File: config.mk
export PLATFORM = sky130hd
export DESIGN_NAME = r16_modred_pipe_ctrl
export DESIGN_NICKNAME = d
export VERILOG_FILES = /design/src/rtl/r16_modred_pipe_ctrl.sv
export SDC_FILE = /design/constraint.sdc
export NUM_CORES = 1
export LEC_CHECK = 0
export CORE_MARGIN = 2
export CORE_UTILIZATION = 52
export DETAILED_ROUTE_END_ITERATION = 7
export HOLD_SLACK_MARGIN = 0.02
export PLACE_DENSITY = 0.87
export SLEW_MARGIN = 0
export SYNTH_ARGS = -nofsm -noshare
export SYNTH_HDL_FRONTEND = slang
export SYNTH_SLANG_ARGS = --single-unit
File: constraint.sdc
create_clock -name clk -period 7 [get_ports clk]
set_input_delay 0.7 -clock clk [delete_from_list [all_inputs] [get_ports clk]]
set_output_delay 0.7 -clock clk [all_outputs]
set_load 0.01 [all_outputs]
File: src/rtl/r16_modred_pipe_ctrl.sv
// Sequencer for the radix-16 modular-reduction pipeline: stage enables, per-stage valids,
// backpressure and drain-before-reload modulus broadcast. Define R16_MODRED_CTRL_PERF_EN for a stall counter.
`timescale 1ns/1ps
module r16_modred_pipe_ctrl #(
    parameter int unsigned P_WIDTH  = 64,
    parameter int unsigned P_STAGES = 4,
    parameter int unsigned P_OCC_W  = 3
) (
    input  logic                clk,
    input  logic                rst_n,
    input  logic                cfg_valid,
    output logic                cfg_ready,
    input  logic [P_WIDTH-1:0]  cfg_n,
    input  logic                in_valid,
    output logic                in_ready,
    output logic                out_valid,
    input  logic                out_ready,
    output logic                stage_en,
    output logic [P_STAGES-1:0] stage_vld,
    output logic [P_WIDTH-1:0]  n_cur,
    output logic [P_OCC_W-1:0]  occupancy,
    output logic                busy
`ifdef R16_MODRED_CTRL_PERF_EN
    ,
    input  logic                stall_clr,
    output logic [31:0]         stall_cnt
`endif
);

    typedef enum logic [1:0] {IDLE, LOAD, RUN, DRAIN} state_t;

    state_t               state, state_nxt;
    logic [P_WIDTH-1:0]   pending;
    logic                 advance, acc_in, retire, cfg_acc;
    logic                 pending_ld, n_ld;
    logic [P_OCC_W-1:0]   occ_nxt;

    assign advance   = ~stage_vld[P_STAGES-1] | out_ready;
    assign stage_en  = advance;
    assign out_valid = stage_vld[P_STAGES-1];
    assign in_ready  = (state == RUN) & advance;
    assign cfg_ready = (state == IDLE) | (state == RUN);
    assign acc_in    = in_valid & in_ready;
    assign retire    = out_valid & out_ready;
    assign cfg_acc   = cfg_valid & cfg_ready;
    assign occ_nxt   = occupancy + P_OCC_W'(acc_in) - P_OCC_W'(retire);
    assign busy      = (state != IDLE) | (occupancy != '0);

    // A new modulus only goes live once every in-flight operand has left the pipe.
    always_comb begin
        state_nxt  = state;
        pending_ld = 1'b0;
        n_ld       = 1'b0;
        case (state)
            IDLE: begin
                if (cfg_acc) begin
                    pending_ld = 1'b1;
                    state_nxt  = LOAD;
                end
            end
            LOAD: begin
                n_ld      = 1'b1;
                state_nxt = RUN;
            end
            RUN: begin
                if (cfg_acc) begin
                    pending_ld = 1'b1;
                    state_nxt  = (occ_nxt == '0) ? LOAD : DRAIN;
                end
            end
            DRAIN: begin
                if (occ_nxt == '0) state_nxt = LOAD;
            end
            default: state_nxt = IDLE;
        endcase
    end

    always_ff @(posedge clk or negedge rst_n) begin
        if (!rst_n) begin
            state     <= IDLE;
            stage_vld <= '0;
            occupancy <= '0;
            pending   <= '0;
            n_cur     <= '0;
        end else begin
            state     <= state_nxt;
            occupancy <= occ_nxt;
            if (advance) stage_vld <= {stage_vld[P_STAGES-2:0], acc_in};
            if (pending_ld) pending <= cfg_n;
            if (n_ld) n_cur <= pending;
        end
    end

`ifdef R16_MODRED_CTRL_PERF_EN
    always_ff @(posedge clk or negedge rst_n) begin
        if (!rst_n)
            stall_cnt <= '0;
        else if (stall_clr)
            stall_cnt <= '0;
        else if (out_valid & ~out_ready & (stall_cnt != 32'hFFFF_FFFF))
            stall_cnt <= stall_cnt + 32'd1;
    end
`endif

endmodule

==> results_dict.tcl, run 1 <==
set metrics [dict create \
    critPathMostFrequentCell "ha_1" \
    finalWorstSetupSlack_ps 3980 \
    die-area_um2 11000 \
    layout-drive-gt1-share_pct 35.4 \
    netlist.area_leader.share_pct 64.7 \
    dpl.hpwl_um 7040 \
    gr-total-overflow 0 \
    crit_type "input pin to register" \
    synthTopCellsByCount "dfrtp_1, mux2_2, inv_1" \
    synth_seq_cells 137 \
    maxCapViolCount 0 \
    critPathArrivalTime_ps 3400 \
    finalSetupViolations 0 \
    wire_per_inst_um 17.6 \
    cts_hold_buf 0 \
    clock_path_buffers 2 \
    hold_viol_final 0 \
    drc_errors 0 \
    cts_setup_buffers 0 \
    cts-root-buf "clkbuf_8" \
    worst_pin_slew_ps 925 \
    nFillCells 628 \
    globalRouteTotalUtil_pct 20.8 \
    die_w_um 105 \
    rr_endpoint "state[1]" \
    clkSlewWorstSetupHoldPaths_ps 60 \
    area_growth_pct 39.3 \
    grt_max_degree 77 \
    crit_family "adder cells" \
    hold_path.class "input pin to asynchronous set/reset pin" \
    ios 145 \
    yosysSeqAreaShare_pct 64.7 \
    fin_tns_setup_ps 0 \
    synth.area.top_cells "dfrtp_1, mux2_2, ha_1, clkbuf_8, buf_2" \
    p_leak_nw 3.15 \
    vdd_ir_drop_max_mv 0.236 \
    coreArea_um2 9820 \
    cp.required_ps 7380 \
    slew_viol_final 0 \
    fin_crit_sh_pct 43.1 \
    clock-sinks 137 \
    start_util_pct 53.9 \
    clock_skew_ps 10.1 \
    first_iter_violations 55 \
    die_y_um 105 \
    rrSetupSlack_ps 4120 \
    ys_warn_count 0 \
    cp_max_fo 7 \
    rr_startpoint "state[0]" \
    dr_total_vias 3096 \
    slew_headroom_pct 38.4 \
    reg2reg_depth 10 \
    num_antenna_cells 0 \
    place.gp.congestion 0.779 \
    port_buffers 144 \
    crit_buf_inv 2 \
    synth_area_um2 5300 \
    grt_first_pass_wirelength_um 17600 \
    dp.cells 581 \
    syn_inst 316 \
    drtPass1Iterations 4 \
    cts-buffers-inserted 17 \
    startpoint_type "input pin" \
    crit_chain "clkdlybuf4s50_1 -> nand2b_1 -> nand3_1 -> ha_1 -> inv_1 -> ha_1 -> fa_1 -> xor3_2 -> o221ai_2 -> mux2_4" \
    instances_no_fill 613 \
    crit_path_top_delay_cell "clkdlybuf4s50_1" \
    wl_um 10800 \
    status "completed" \
    htreeDepth 4 \
    clk_latency_ps 500 \
    powerDensity_nw_per_um2 511 \
    grt_pass1_vias 3461 \
    utilization_pct 75.1 \
    cts_tree "yes" \
    synth_flop_cell "dfrtp_1" \
    ys_types 23 \
    avgSynthCellArea_um2 16.8 \
    power.total_mw 3.77 \
    place_ws_ps 3480 \
    yosys.area.top_type "dfrtp_1" \
    ys_async_sr_fraction_pct 100 \
    viasPerCell 5.05 \
    period_minus_slack_ps 3020 \
    worst_path_largest_cell_delay_ps 460 \
    placementRows 36 \
    endpoint_kind "register" \
    yosysMostFrequentCell "dfrtp_1" \
    syn_nets 393 \
    max_freq_ghz 0.331 \
    ant_nets 0 \
    synth-edff-count 0 \
    antenna_found_initial 0 \
    nNetsFinal 544 \
    rsz0062_at_grt "false" \
    cts_resized 0 \
]
-- flip-flops by register name, indices dropped and copies added, names as in the netlist --
name       count
occupancy      3
n_cur         64
state          2
stage_vld      4
pending       64
-- layer usage --
| layer | vias up | part of all wire, % | global-route usage [%] |
|---|---|---|---|
| met5 | - | 0 | 0 |
| met4 | 0 | 2.4 | 8.67 |
| met3 | 17 | 6.1 | 7.24 |
| met2 | 108 | 52 | 35.0 |
| met1 | 1568 | 40 | 24.2 |
| li1 | 1403 | - | - |
-- metrics by stage --
stage	area, um^2	hold WS, ps
3_3_place_gp	6810	476
5_1_grt	7370	182
6_report	7370	154
3_5_place_dp	6810	486
2_1_floorplan	5300	404
4_1_cts	7370	166
-- worst max-delay path by stage --
stage / from / endpoint / cells past startpoint
finish: out_ready / state[1] / 10
CTS: state[0] / busy / 4
global placement: out_ready / state[1] / 10
floorplan: out_ready / state[1] / 10
detailed placement: out_ready / state[1] / 10
global route: out_ready / state[1] / 10
-- kinds of logic (layout without fill, tap and decap cells) --
kind of cell | after synthesis | in the layout | synth area share (%)
DFF | 137 | 137 | 64.7
muxes | 132 | 132 | 28.1
buffers and inverters | 24 | 188 | 2.93
and+or+nand+nor | 9 | 9 | 1.04
adders and majority gates | 8 | 8 | 2.03
AOI/OAI and AO/OA | 5 | 5 | 0.661
xor gates and xnor gates | 1 | 1 | 0.473
-- power by group --
group / internal (mW) / leakage, nW / switching, mW
Sequential: 1.21 / 1.62 / 0.217
Combinational: 0.935 / 1.27 / 0.566
Clock: 0.510 / 0.257 / 0.333
Total: 2.65 / 3.15 / 1.12
-- final cells by class --
| type | instances | area (um^2) | share of cell area (%) |
|---|---|---|---|
| sequential | 137 | 3430 | 46.5 |
| multi-input combinational | 155 | 1710 | 23.2 |
| clock inverter | 13 | 145 | 1.97 |
| clock buffer | 19 | 422 | 5.72 |
| inverter | 9 | 33.8 | 0.458 |
| tap | 133 | 166 | 2.26 |
| timing repair buffer | 147 | 1470 | 19.9 |
-- layout by cell type (no fill, tap or decap), types with 2 or more instances in the layout --
cell type,instances
clkdlybuf4s50_1,143
dfrtp_1,137
buf_4,3
o21ai_0,3
clkbuf_1,2
inv_6,3
ha_1,6
clkbuf_16,16
bufinv_16,2
and2_1,2
nand2b_1,2
inv_1,9
clkinvlp_4,6
mux2_2,130
Note: power is estimated with default switching activity, not from simulation.
==> run 2: changes to the inputs <==
--- a/config.mk
+++ b/config.mk
@@ -6,10 +6,10 @@
 export NUM_CORES = 1
 export LEC_CHECK = 0
 export CORE_MARGIN = 2
-export CORE_UTILIZATION = 52
+export CORE_UTILIZATION = 48
 export DETAILED_ROUTE_END_ITERATION = 7
 export HOLD_SLACK_MARGIN = 0.02
-export PLACE_DENSITY = 0.87
+export PLACE_DENSITY = 0.82
 export SLEW_MARGIN = 0
 export SYNTH_ARGS = -nofsm -noshare
 export SYNTH_HDL_FRONTEND = slang
==> constraint.sdc (replaced) <==
create_clock -name clk -period 2.9 [get_ports clk]
set_input_delay 0.29 -clock clk [delete_from_list [all_inputs] [get_ports clk]]
set_output_delay 0.29 -clock clk [all_outputs]
set_load 0.01 [all_outputs]
==> run 2 against run 1 <==
- critical path depth unchanged
- non-clock buffer count increased by 7
- utilization is 6.7 points lower
- via count increased by 0.87%
- critical endpoint unchanged
- largest power group unchanged
- highest routed layer unchanged
==> results_dict.tcl, run 2 (synthesis gave the netlist of run 1 again) <==
set metrics [dict create \
    worst_path_largest_cell_delay_ps 480 \
    die_y_um 109 \
    endpoint_kind "register" \
    clock-sinks 137 \
    first_iter_violations 85 \
    htreeDepth 4 \
    dr_total_vias 3123 \
    reg.largest.list "n_cur: 64 flops, pending: 64 flops, stage_vld: 4 flops" \
    clock_path_buffers 2 \
    antenna_found_initial 0 \
    cts_tree "yes" \
    num_antenna_cells 0 \
    cp_max_fo 4 \
    grt_pass1_vias 3417 \
    start_util_pct 49.1 \
    nFillCells 764 \
    rsz0062_at_grt "false" \
    slew_viol_final 0 \
    maxCapViolCount 0 \
    grt_max_degree 116 \
    nNetsFinal 551 \
    power.total_mw 8.92 \
    ios 145 \
    powerDensity_nw_per_um2 1210 \
    drtPass1Iterations 4 \
    startpoint_type "register" \
    port_buffers 144 \
    cts-root-buf "clkbuf_8" \
    fin_tns_setup_ps 0 \
    gr-total-overflow 0 \
    viasPerCell 5.01 \
    crit_chain "inv_2 -> ha_2 -> nand3_1 -> ha_1 -> inv_1 -> ha_1 -> fa_1 -> o21ai_0 -> o221ai_2 -> mux2_4" \
    cp.required_ps 3290 \
    fin_crit_sh_pct 91.3 \
    clkSlewWorstSetupHoldPaths_ps 60 \
    grt_first_pass_wirelength_um 16600 \
    crit_type "register to register" \
    max_freq_ghz 0.378 \
    ant_nets 0 \
    critPathArrivalTime_ps 3030 \
    slew_headroom_pct 32.9 \
    crit_family "adder cells" \
    status "completed" \
    drc_errors 0 \
    cts-buffers-inserted 17 \
    mostFrequentLayoutCell "clkdlybuf4s50_1" \
    vdd_ir_drop_max_mv 0.620 \
    mostFrequentLayoutCells "clkdlybuf4s50_1, dfrtp_1, mux2_2, clkbuf_16" \
    crit_path_top_delay_cell "fa_1" \
    wl_um 10200 \
    place.gp.congestion 0.811 \
    clk_latency_ps 500 \
    clock_skew_ps 8.11 \
    period_minus_slack_ps 2650 \
    wire_per_inst_um 16.4 \
    die-area_um2 11900 \
    finalSetupViolations 0 \
    layout-drive-gt1-share_pct 35.8 \
    coreArea_um2 10800 \
    hold_viol_final 0 \
    critPathMostFrequentCell "ha_1" \
    dpl.hpwl_um 6940 \
    p_leak_nw 3.18 \
    globalRouteTotalUtil_pct 18.4 \
    hold_path.class "input pin to register" \
    crit_buf_inv 2 \
    die_w_um 109 \
    placementRows 38 \
    area_growth_pct 39.5 \
    worst_pin_slew_ps 1010 \
]
[run 2: cell types whose count changed in the layout (fill, tap and decap cells not counted), sizes merged]
cell / before / now
buf: 4 / 10
clkinvlp: 6 / 0
clkbuf: 19 / 24
inv: 12 / 9
bufinv: 2 / 0
clkinv: 2 / 4
dlygate4sd3: 0 / 1
[run 2: path summary, 6_finish.rpt]
kind | slack [ps] | endpoint | from | depth (start not counted)
max reg2reg | 250 | state[1] | state[0] | 10
max in group asynchronous | 1610 | n_cur[32] | rst_n | 3
min reg2reg | 500 | n_cur[43] | pending[43] | 1
max | 250 | state[1] | state[0] | 10
min in group asynchronous | 500 | pending[3] | rst_n | 2
min | 390 | pending[55] | cfg_n[55] | 2
[run 2: layer usage]
metal	vias up	track usage, %	wire length (um)
met5	-	0	0
met4	0	6.04	83
met3	9	8.49	887
met2	100	29.7	5030
met1	1599	21.8	4220
li1	1415	-	-
[run 2: layout make-up]
class                      instances  area (um^2)  area share, %
clock inverter                     4         20.0          0.271
timing repair buffer             154         1530           20.7
clock buffer                      24          480           6.50
multi-input combinational        155         1720           23.2
sequential                       137         3430           46.4
inverter                           9         33.8          0.457
tap                              140          175           2.37
[run 2: metrics by stage]
stage	hold slack, ps	utilization, %	cells	cell area (um^2)	setup slack, ps
final	393	68.4	623	7390	252
after CTS	373	68.4	622	7380	50.8
after floorplan	-5.59	-	316	5300	87.1
after global placement	471	63.6	593	6870	-2.40
after detailed placement	490	63.6	593	6870	-98.9
after global routing	370	68.4	623	7390	83.5
[run 2: repair_timing]
item | 4_1_cts | 5_1_grt
setup endpoints to repair | 0 | 2
resized for setup | 0 | 2
buffers inserted | 0 | 1
hold buffers | 1 | 0
hold endpoints to repair | 113 | 0
[run 2: where the power goes]
part	total [mW]	switching, mW	internal (mW)
clock	1.81	0.696	1.11
combinational	3.69	1.37	2.32
sequential	3.41	0.495	2.92
==> run 3: changes to the inputs <==
--- a/config.mk
+++ b/config.mk
@@ -9,6 +9,7 @@
 export CORE_UTILIZATION = 48
 export DETAILED_ROUTE_END_ITERATION = 7
 export HOLD_SLACK_MARGIN = 0.02
+export MAX_ROUTING_LAYER = met4
 export PLACE_DENSITY = 0.82
 export SLEW_MARGIN = 0
 export SYNTH_ARGS = -nofsm -noshare
==> run 3 against run 2 <==
- register-to-register slack barely moved
- non-clock buffer count unchanged
- global-route usage is 0.49 points higher
- sequential share of layout area did not move
- via count is 0.51% lower
- setup slack better by 7.8 ps
- wire length decreased by 0.40%
- clock power about the same
- first-iteration DRC count grew 15%
- final cell count unchanged
- utilization did not move
- critical endpoint unchanged
- largest power group unchanged
==> results_dict.tcl, run 3 (synthesis gave the netlist of run 1 again) <==
set metrics [dict create \
    status "completed" \
    worst_path_largest_cell_delay_ps 420 \
    worst_pin_slew_ps 1000 \
    grt_pass1_vias 3419 \
    cts-root-buf "clkbuf_8" \
    vdd_ir_drop_max_mv 0.620 \
    reg.largest.list "n_cur: 64 flops, pending: 64 flops, stage_vld: 4 flops" \
    die_y_um 109 \
    powerDensity_nw_per_um2 1210 \
    hold_path.class "input pin to register" \
    crit_path_top_delay_cell "dfrtp_1" \
    crit_type "register to register" \
    multi_input_comb_area_um2 1720 \
    critPathArrivalTime_ps 3020 \
    nNetsFinal 551 \
    cts-buffers-inserted 17 \
    start_util_pct 49.1 \
    mostFrequentLayoutCell "clkdlybuf4s50_1" \
    first_iter_violations 98 \
    p_leak_nw 3.18 \
    htreeDepth 4 \
    die_w_um 109 \
    max_freq_ghz 0.379 \
    instances_no_fill 623 \
    hold_viol_final 0 \
    rsz0062_at_grt "false" \
    place.gp.congestion 0.823 \
    power.total_mw 8.91 \
    globalRouteTotalUtil_pct 18.9 \
    die-area_um2 11900 \
    antenna_found_initial 0 \
    clock-sinks 137 \
    grt_max_degree 116 \
    fin_tns_setup_ps 0 \
    nFillCells 764 \
    mostFrequentLayoutCells "clkdlybuf4s50_1, dfrtp_1, mux2_2, clkbuf_16" \
    period_minus_slack_ps 2640 \
    cp.required_ps 3280 \
    placementRows 38 \
    clk_latency_ps 500 \
    maxCapViolCount 0 \
    dpl.hpwl_um 6940 \
    grt_first_pass_wirelength_um 16600 \
    clkSlewWorstSetupHoldPaths_ps 60 \
    critPathMostFrequentCell "ha_1" \
    dr_total_vias 3107 \
    ant_nets 0 \
    clock_path_buffers 2 \
    endpoint_kind "register" \
    register_area_um2 3430 \
    port_buffers 144 \
    crit_chain "inv_2 -> ha_2 -> nand3_1 -> ha_1 -> inv_1 -> ha_1 -> fa_1 -> xor3_2 -> o221ai_2 -> mux2_4" \
    viasPerCell 4.99 \
    num_antenna_cells 0 \
    rrSetupSlack_ps 260 \
    area_growth_pct 39.5 \
    finalSetupViolations 0 \
    wl_um 10200 \
    gr-total-overflow 0 \
    finalWorstSetupSlack_ps 260 \
    startpoint_type "register" \
    layout-drive-gt1-share_pct 35.8 \
    crit_buf_inv 2 \
    fin_crit_sh_pct 91.0 \
    crit_family "adder cells" \
    slew_viol_final 0 \
    place_ws_ps -98.9 \
    dp.cells 593 \
    cp_max_fo 4 \
    drc_errors 0 \
    cts_tree "yes" \
    wire_per_inst_um 16.3 \
    clock_skew_ps 3.40 \
    drtPass1Iterations 4 \
    coreArea_um2 10800 \
    ios 145 \
    slew_headroom_pct 33.3 \
]
==> run 3: through the flow <==
step	cell area (um^2)	hold slack (ps)	utilization, %
global placement	6870	471	63.6
global route	7390	374	68.4
floorplan	5300	-5.59	-
detailed placement	6870	490	63.6
CTS	7380	373	68.4
finish	7390	400	68.4
==> run 3: worst reg2reg max path, cell delays in order, from the launching register on <==
cell	delay [ps]
dfrtp_1	420
inv_2	90
ha_2	200
nand3_1	100
ha_1	300
inv_1	40
ha_1	190
fa_1	370
xor3_2	250
o221ai_2	250
mux2_4	320
==> run 3: path summary, 6_finish.rpt <==
path                                     to  cells after the start         from
max in group asynchronous         n_cur[32]                      3        rst_n
min in group asynchronous        pending[3]                      2        rst_n
worst max-delay path               state[1]                     10     state[0]
worst max register to register     state[1]                     10     state[0]
worst min-delay path            pending[55]                      2    cfg_n[55]
worst min register to register    n_cur[43]                      1  pending[43]
==> run 3: final cells by class <==
type                            count  area share [%]
Inverter                            9           0.457
Clock buffer                       24            6.50
Sequential cell                   137            46.4
Clock inverter                      4           0.271
Tap cell                          140            2.37
Multi-Input combinational cell    155            23.2
Timing Repair Buffer              154            20.7
==> run 3: what timing repair did <==
item / in CTS / in global routing
buffers inserted: 0 / 1
resized for setup: 0 / 2
hold buffers: 1 / 0
endpoints found under the hold margin: 113 / 0
endpoints found under the setup margin: 0 / 2
==> run 3: per-layer routing <==
layer,vias to the layer above,track usage (%),wire length [um],share of wire (%)
met2,96,29.7,5020,49
met4,0,6.04,101,0.99
met3,12,7.59,784,7.7
met1,1584,22.3,4280,42
met5,-,-,0,0
li1,1415,-,-,-
==> run 3: where the power goes <==
part / total (mW) / switching, mW / internal [mW]
Sequential: 3.41 / 0.493 / 2.92
Clock: 1.81 / 0.695 / 1.11
Combinational: 3.69 / 1.37 / 2.32
Total: 8.91 / 2.56 / 6.35
